[src/rtl/bcd_wave_gen.sv]
`default_nettype none
// bcd_wave_gen: converts a six-digit BCD frequency into a DDS tuning word and
// emits an 8-bit sawtooth / square / triangle / inverse-sawtooth sample stream.
module bcd_wave_gen #(
  parameter int          PHASE_W = 32,
  parameter int unsigned K_SCALE = 720575940
) (
  input  logic        clk100,
  input  logic        rst_n,
  input  logic [3:0]  fre_num_u,
  input  logic [3:0]  fre_num_d,
  input  logic [3:0]  fre_num_h,
  input  logic [3:0]  fre_num_t,
  input  logic [3:0]  fre_num_m,
  input  logic [3:0]  fre_num_l,
  input  logic        load,
  input  logic [1:0]  wave_sel,
  output logic        busy,
  output logic [19:0] fre_bin,
  output logic [7:0]  data_out,
  output logic        sync
);

  localparam logic [1:0] S_IDLE  = 2'd0;
  localparam logic [1:0] S_CONV  = 2'd1;
  localparam logic [1:0] S_MULT  = 2'd2;
  localparam logic [1:0] S_APPLY = 2'd3;

  localparam logic [29:0] K_W = 30'(K_SCALE);

  logic [1:0]         state;
  logic [2:0]         idx;
  logic [23:0]        digits;
  logic [19:0]        acc;
  logic [49:0]        prod;
  logic [PHASE_W-1:0] phase;
  logic [PHASE_W-1:0] ftw;
  logic               wrap;
  logic [3:0]         cur_digit;
  logic [3:0]         dig_val;
  logic [PHASE_W:0]   phase_sum;
  logic [7:0]         p;

  always_comb begin
    case (idx)
      3'd0:    cur_digit = digits[3:0];
      3'd1:    cur_digit = digits[7:4];
      3'd2:    cur_digit = digits[11:8];
      3'd3:    cur_digit = digits[15:12];
      3'd4:    cur_digit = digits[19:16];
      3'd5:    cur_digit = digits[23:20];
      default: cur_digit = 4'd0;
    endcase
    // Non-BCD codes contribute nothing to the sum.
    dig_val = (cur_digit > 4'd9) ? 4'd0 : cur_digit;
  end

  always_ff @(posedge clk100 or negedge rst_n) begin
    if (!rst_n) begin
      state   <= S_IDLE;
      idx     <= 3'd0;
      digits  <= 24'd0;
      acc     <= 20'd0;
      prod    <= 50'd0;
      fre_bin <= 20'd0;
      ftw     <= '0;
      busy    <= 1'b0;
    end else begin
      case (state)
        S_IDLE: begin
          if (load) begin
            digits <= {fre_num_l, fre_num_m, fre_num_t, fre_num_h, fre_num_d, fre_num_u};
            acc    <= 20'd0;
            idx    <= 3'd5;
            busy   <= 1'b1;
            state  <= S_CONV;
          end
        end
        S_CONV: begin
          acc <= (acc << 3) + (acc << 1) + {16'd0, dig_val};
          if (idx == 3'd0) begin
            state <= S_MULT;
          end else begin
            idx <= idx - 3'd1;
          end
        end
        S_MULT: begin
          prod    <= 50'(acc) * 50'(K_W);
          fre_bin <= acc;
          state   <= S_APPLY;
        end
        S_APPLY: begin
          ftw   <= PHASE_W'(prod[49:24]);
          busy  <= 1'b0;
          state <= S_IDLE;
        end
        default: state <= S_IDLE;
      endcase
    end
  end

  assign phase_sum = {1'b0, phase} + {1'b0, ftw};
  assign p         = phase[PHASE_W-1 -: 8];

  // wrap marks the carry; sync is delayed once more to line up with data_out.
  always_ff @(posedge clk100 or negedge rst_n) begin
    if (!rst_n) begin
      phase    <= '0;
      wrap     <= 1'b0;
      sync     <= 1'b0;
      data_out <= 8'h00;
    end else begin
      phase <= phase_sum[PHASE_W-1:0];
      wrap  <= phase_sum[PHASE_W];
      sync  <= wrap;
      case (wave_sel)
        2'b00:   data_out <= p;
        2'b01:   data_out <= p[7] ? 8'hFF : 8'h00;
        2'b10:   data_out <= p[7] ? ~{p[6:0], 1'b0} : {p[6:0], 1'b0};
        default: data_out <= ~p;
      endcase
    end
  end

endmodule
`default_nettype wire

[config.mk]
export PLATFORM = sky130hd
export DESIGN_NAME = bcd_wave_gen
export DESIGN_NICKNAME = d
export VERILOG_FILES = /design/src/rtl/bcd_wave_gen.sv
export SDC_FILE = /design/constraint.sdc
export NUM_CORES = 1
export LEC_CHECK = 0
export CAP_MARGIN = 0
export CELL_PAD_IN_SITES_DETAIL_PLACEMENT = 1
export CELL_PAD_IN_SITES_GLOBAL_PLACEMENT = 1
export CORE_UTILIZATION = 45
export CTS_BUF_LIST = sky130_fd_sc_hd__clkbuf_8
export DETAILED_ROUTE_END_ITERATION = 10
export PLACE_DENSITY_LB_ADDON = 0.1
export SLEW_MARGIN = 20
export SYNTH_ARGS = -nofsm -noshare
export SYNTH_HDL_FRONTEND = slang
export SYNTH_SLANG_ARGS = --single-unit
[constraint.sdc]
create_clock -name clk100 -period 6.45 [get_ports clk100]
set_input_delay 1.29 -clock clk100 [delete_from_list [all_inputs] [get_ports clk100]]
set_output_delay 1.29 -clock clk100 [all_outputs]
set_load 0.02 [all_outputs]
==> flow_summary.toml, run 1 <==
[place]
dp_slack_ns = -0.212
io_buffer_count = 58
dpl.hpwl_um = 39000
place_area_um2 = 19800
gp_congestion = 0.992

[setup_path]
crit_path_max_incr_delay_ns = 0.60
path_cells = "fa_2 > buf_4 > buf_4 > ha_1 > fa_1 > fa_2 > fa_1 > fa_1 > fa_1 > ha_1 > a21oi_2 > o21ai_1 > or4_1 > o21a_2 > a31o_4 > a221oi_4 > xnor2_1 > mux2_2"
arrival_ns = 6.74
cp_common_cell = "fa_1"
r2r_cells = 18
slowest_stage = "fa_2"
worstPathRequired_ns = 6.86
critPathKind = "reg2reg"
path_depth = 18
cp-start-kind = "register"
critPathTopFamily = "adder cells"
path_max_fanout = 3
crit_buf_inv = 2
end_kind = "register"

[grt]
gr-usage-all-layers_pct = 24.6
grt_pass1_wl_um = 77200
grt_max_degree = 75
overflow = 0
antenna_found_initial = 1
grt_pass1_vias = 14366

[timing]
setup_viol = 0
setup_slack_ns = 0.120
tightest_slew_ns = 0.976
fmax_mhz = 158
hold_violations = 0
fin_crit_sh_pct = 98.1
min_period_ns = 6.33
holdWs_ns = 0.380
slew_headroom_pct = 34.9
final_max_slew_viol_count = 0
rsz0062_at_grt = "yes"
skew_ns = 0.0213

[clock_network]
clockRootBuffer = "clkbuf_8"
clkSinkCount = 164
cts_max_level = 4
cts_buffer_depth = 2
path_clk_slew_ns = 0.11
cts_buffers = 17
cts_tree = "built"
clk_latency_ns = 0.53
ctsHoldBuffers = 0

[outcome]
status = "completed"

[layout]
layout_commonest_cell = "inv_1"
final_cell_mix = "291 x inv_1, 266 x ha_1, 190 x fa_1"
fin_nets = 2383
layout-drive-gt1-share_pct = 19.2
n_fill_cell = 4211
final_util_pct = 53.9
final_cell_area_um2 = 20900
areaGrowthSynthToFinish_pct = 17.3

[die]
die-area_um2 = 40400
placementRows = 72
die_y_um = 201
ios = 59
die_w_um = 201
core_um2 = 38800
start_util_pct = 45.9

[synthesis]
ys_seq_elements = 164
synthesis.area_um2 = 17800
syn_inst = 1658
synth_cell_type_count = 74
ys.flop_type = "dfrtp_1"
avgSynthCellArea_um2 = 10.7
yosysWarnings = 0
ys_async_sr_fraction_pct = 100
syn_nets = 2187
yosysSeqAreaShare_pct = 23.0
synth_edf_count = 0

[routing]
highest_layer = "met4"
vias_per_cell = 5.33
drt_pass1_iterations = 4
vias = 12719
first_iter_violations = 457
wl_met1_um = 21400
totalWireLength_um = 47100
wl_per_cell_um = 19.7
routed-wl-met2_um = 23200
wl_met3_um = 1540
ant_nets = 0
drcViolationCount = 0

[min_path]
min_path_cells = 0
hold_path.class = "reg2reg"

[flow_run]
max_cap_viol_count = 0
-- metal layers --
layer,track usage [%],up-vias
li1,-,5978
met3,3.39,55
met4,7.01,0
met2,42.1,192
met5,0,-
met1,32.3,6494
-- state kept, by name, indices dropped and copies added, names as in the netlist --
signal and count:
data_out 8, state 2, sync 1, digits 24, prod 26, fre_bin 20
phase 32, busy 1, idx 3, ftw 26, wrap 1, acc 20
-- cell type report --
| cell class | instances | area, um^2 | area share (%) |
|---|---|---|---|
| repair buffers | 207 | 1720 | 8.20 |
| clock inverters | 15 | 163 | 0.778 |
| multi-input cells | 1165 | 12900 | 61.7 |
| well taps | 518 | 648 | 3.10 |
| flip-flops and latches | 164 | 4110 | 19.7 |
| inverters | 299 | 1130 | 5.39 |
| clock buffers | 17 | 234 | 1.12 |
| diodes | 1 | 2.50 | 0.0120 |
-- synthesized netlist by cell type, types with 3 or more instances --
library cell,n,share of area (%)
fa_1,209,23
o311ai_0,3,0.15
o21ai_0,65,1.8
dfrtp_1,164,23
nand3_1,12,0.34
or4_1,3,0.13
a21o_1,34,1.4
nand4b_1,3,0.15
o211ai_1,11,0.46
mux2_2,89,5.6
a221o_1,3,0.17
nand2_1,67,1.4
and2_1,5,0.18
xnor2_1,45,2.2
nand4_1,9,0.32
a22o_1,6,0.29
o31a_1,3,0.15
o31ai_1,4,0.17
nor4b_1,4,0.20
ha_1,291,20
xor2_1,22,1.1
buf_4,5,0.21
a211oi_1,10,0.42
inv_1,299,6.3
nor4_1,3,0.11
nand2b_1,14,0.49
or3_1,3,0.11
and4_1,8,0.39
o21a_1,9,0.38
clkbuf_1,23,0.48
o21bai_1,5,0.21
nor2b_1,10,0.35
nor2_1,53,1.1
a21oi_1,59,1.7
a31oi_1,12,0.42
o21ai_1,11,0.31
nor3b_1,3,0.13
and3_1,10,0.35
a32o_1,3,0.17
a22oi_1,11,0.46
nor3_1,7,0.20
-- cell families after synthesis --
kind of cell	synth area share, %
fa+ha+maj	43.9
xor+xnor	3.29
compound gates	10.7
simple gates	6.30
mux	5.74
flops	23.0
buf+inv	7.03
-- through the flow --
step	std cells	setup TNS, ns
floorplan	1658	0
global placement	2326	-0.152
detailed placement	2326	-0.912
CTS	2359	0
global route	2386	-0.528
finish	2386	0
-- what timing repair did --
action                     in CTS  in global routing
pin swaps                       9                 40
setup endpoints to repair      12                 16
gates resized for setup        25                 66
setup buffers                   1                 26
-- worst paths after layout --
path	startpoint	end	slack, ns
worst min-delay path	wrap$_DFF_PN0_	sync$_DFF_PN0_	0.38
worst max register to register	acc[10]$_DFFE_PN0P_	prod[46]$_DFFE_PN0P_	0.12
min in group asynchronous	rst_n	prod[24]$_DFFE_PN0P_	0.80
worst min register to register	wrap$_DFF_PN0_	sync$_DFF_PN0_	0.38
worst max-delay path	acc[10]$_DFFE_PN0P_	prod[46]$_DFFE_PN0P_	0.12
max in group asynchronous	rst_n	acc[13]$_DFFE_PN0P_	4.17
Power of run 1 is left out: the tool's default activity adds up to more than one toggle a clock period on the data nets, which glitch-free logic cannot reach.
==> inputs of run 2 (changes only) <==
GPL_TIMING_DRIVEN = 0   (was default)
HOLD_SLACK_MARGIN = 0.03   (was default)
==> flow_summary.toml, run 2 (synthesis results as in run 1) <==
[outcome]
status = "finished, violations left"
violations = "setup timing"

[layout]
largest_reg_flops = 32
largest-register = "phase"
reg_top3 = "phase (32), ftw (26), prod (26)"
final_cell_mix = "274 x inv_1, 253 x ha_1, 188 x fa_1"
layout-drive-gt1-share_pct = 19.3
areaGrowthSynthToFinish_pct = 17.4
layout_commonest_cell = "inv_1"
num_antenna_cells = 0
fin_nets = 2339
final_util_pct = 53.9

[die]
die-area_um2 = 40400
ios = 59
die_y_um = 201
core_um2 = 38800
start_util_pct = 45.9
die_w_um = 201
placementRows = 72

[clock_network]
cts_buffers = 17
clk_latency_ns = 0.52
clkSinkCount = 164
cts_buffer_depth = 2
cts_max_level = 4
cts_tree = "built"
path_clk_slew_ns = 0.10
ctsHoldBuffers = 0
clockRootBuffer = "clkbuf_8"

[grt]
grt_pass1_wl_um = 78600
grt_max_degree = 88
overflow = 0
gr-usage-all-layers_pct = 25.0
antenna_found_initial = 0
grt_pass1_vias = 14516

[flow_run]
max_cap_viol_count = 0

[setup_path]
critPathKind = "reg2reg"
slowest_stage = "fa_2"
end_kind = "register"
worstPathRequired_ns = 6.86
path_cells = "fa_2 > inv_2 > fa_1 > inv_1 > ha_2 > inv_1 > fa_1 > inv_1 > fa_1 > fa_1 > fa_1 > ha_4 > nand3_1 > or4_4 > o21ba_4 > a211oi_4 > buf_6 > o31ai_4 > o31ai_4 > buf_12 > a31oi_4 > xnor2_2 > mux2_4"
cp_common_cell = "fa_1"
arrival_ns = 6.91
crit_path_max_incr_delay_ns = 0.62
path_max_fanout = 5
cp-start-kind = "register"

[timing]
min_period_ns = 6.50
slew_headroom_pct = 32.7
final_max_slew_viol_count = 0
hold_violations = 0
setup_slack_ns = -0.0513
fmax_mhz = 154
fin_crit_sh_pct = 101
setup_viol = 3
skew_ns = 0.0187
tightest_slew_ns = 1.01
rsz0062_at_grt = "yes"

[routing]
wl_per_cell_um = 20.4
drt_pass1_iterations = 7
totalWireLength_um = 47800
vias = 12658
vias_per_cell = 5.41
ant_nets = 0
first_iter_violations = 484
drcViolationCount = 0

[place]
io_buffer_count = 58
dpl.hpwl_um = 36700
gp_congestion = 0.902

[min_path]
hold_path.class = "reg2reg"
run 2: cell types whose count changed in the layout (fill, tap and decap cells not counted), sizes merged:
| cell | change |
|---|---|
| diode | -1 |
| clkinvlp | +1 |
| clkbuf | +24 |
| inv | -4 |
| clkinv | -1 |
| buf | -67 |
| bufinv | +2 |
run 2: final timing paths:
| check | cells past startpoint | from | slack [ns] | to |
|---|---|---|---|---|
| setup / recovery | 23 | acc[3]$_DFFE_PN0P_ | -0.05 | prod[49]$_DFFE_PN0P_ |
| hold / removal | 0 | wrap$_DFF_PN0_ | 0.39 | sync$_DFF_PN0_ |
| setup reg to reg | 23 | acc[3]$_DFFE_PN0P_ | -0.05 | prod[49]$_DFFE_PN0P_ |
| hold reg to reg | 0 | wrap$_DFF_PN0_ | 0.39 | sync$_DFF_PN0_ |
| max in group asynchronous | 2 | rst_n | 4.79 | acc[17]$_DFFE_PN0P_ |
| min in group asynchronous | 1 | rst_n | 0.76 | prod[24]$_DFFE_PN0P_ |
run 2: cell type report:
class | count | area (um^2)
plain buffers | 30 | 131
fillers | 4142 | 17900
inverters | 299 | 1130
flip-flops and latches | 164 | 4160
well taps | 518 | 648
clock inverters | 13 | 173
clock buffers | 18 | 248
repair buffers | 133 | 1220
multi-input cells | 1165 | 13200
run 2: metal layers:
metal	share of wire, %	global-route usage (%)
met5	0	0
met4	1.7	6.82
met3	3.1	3.83
met2	50	43.3
met1	45	32.5
run 2: repair_timing:
item,4_1_cts,5_1_grt
pin swaps,40,38
setup buffers,59,15
endpoints found under the setup margin,26,14
resized for setup,123,63
hold endpoints to repair,0,0
run 2: worst max-delay path, delay by kind of cell, from the launching register on:
family | cells | cell delay (ns)
XOR/XNOR | 1 | 0.18
AO/OA/AOI/OAI | 5 | 0.94
adder cells (fa/ha/maj) | 8 | 3.43
flip-flops | 1 | 0.54
AND/OR/NAND/NOR | 2 | 0.48
multiplexers | 1 | 0.26
buffers and inverters | 6 | 0.56
run 2: stage by stage:
stage | TNS (ns) | cells | cell area [um^2] | hold WS (ns) | worst slack (ns)
after global placement | -548.03 | 2234 | 19100 | 0.371 | -3.30
after global routing | -1.59 | 2340 | 20900 | 0.411 | -0.230
final | -0.112 | 2340 | 20900 | 0.395 | -0.0513
after detailed placement | -11.60 | 2235 | 19100 | 0.363 | -0.820
after CTS | -0.0249 | 2325 | 20600 | 0.400 | -0.0249
after floorplan | 0 | 1658 | 17800 | 0.331 | 0.0457
Power of run 2 is left out for the same reason.
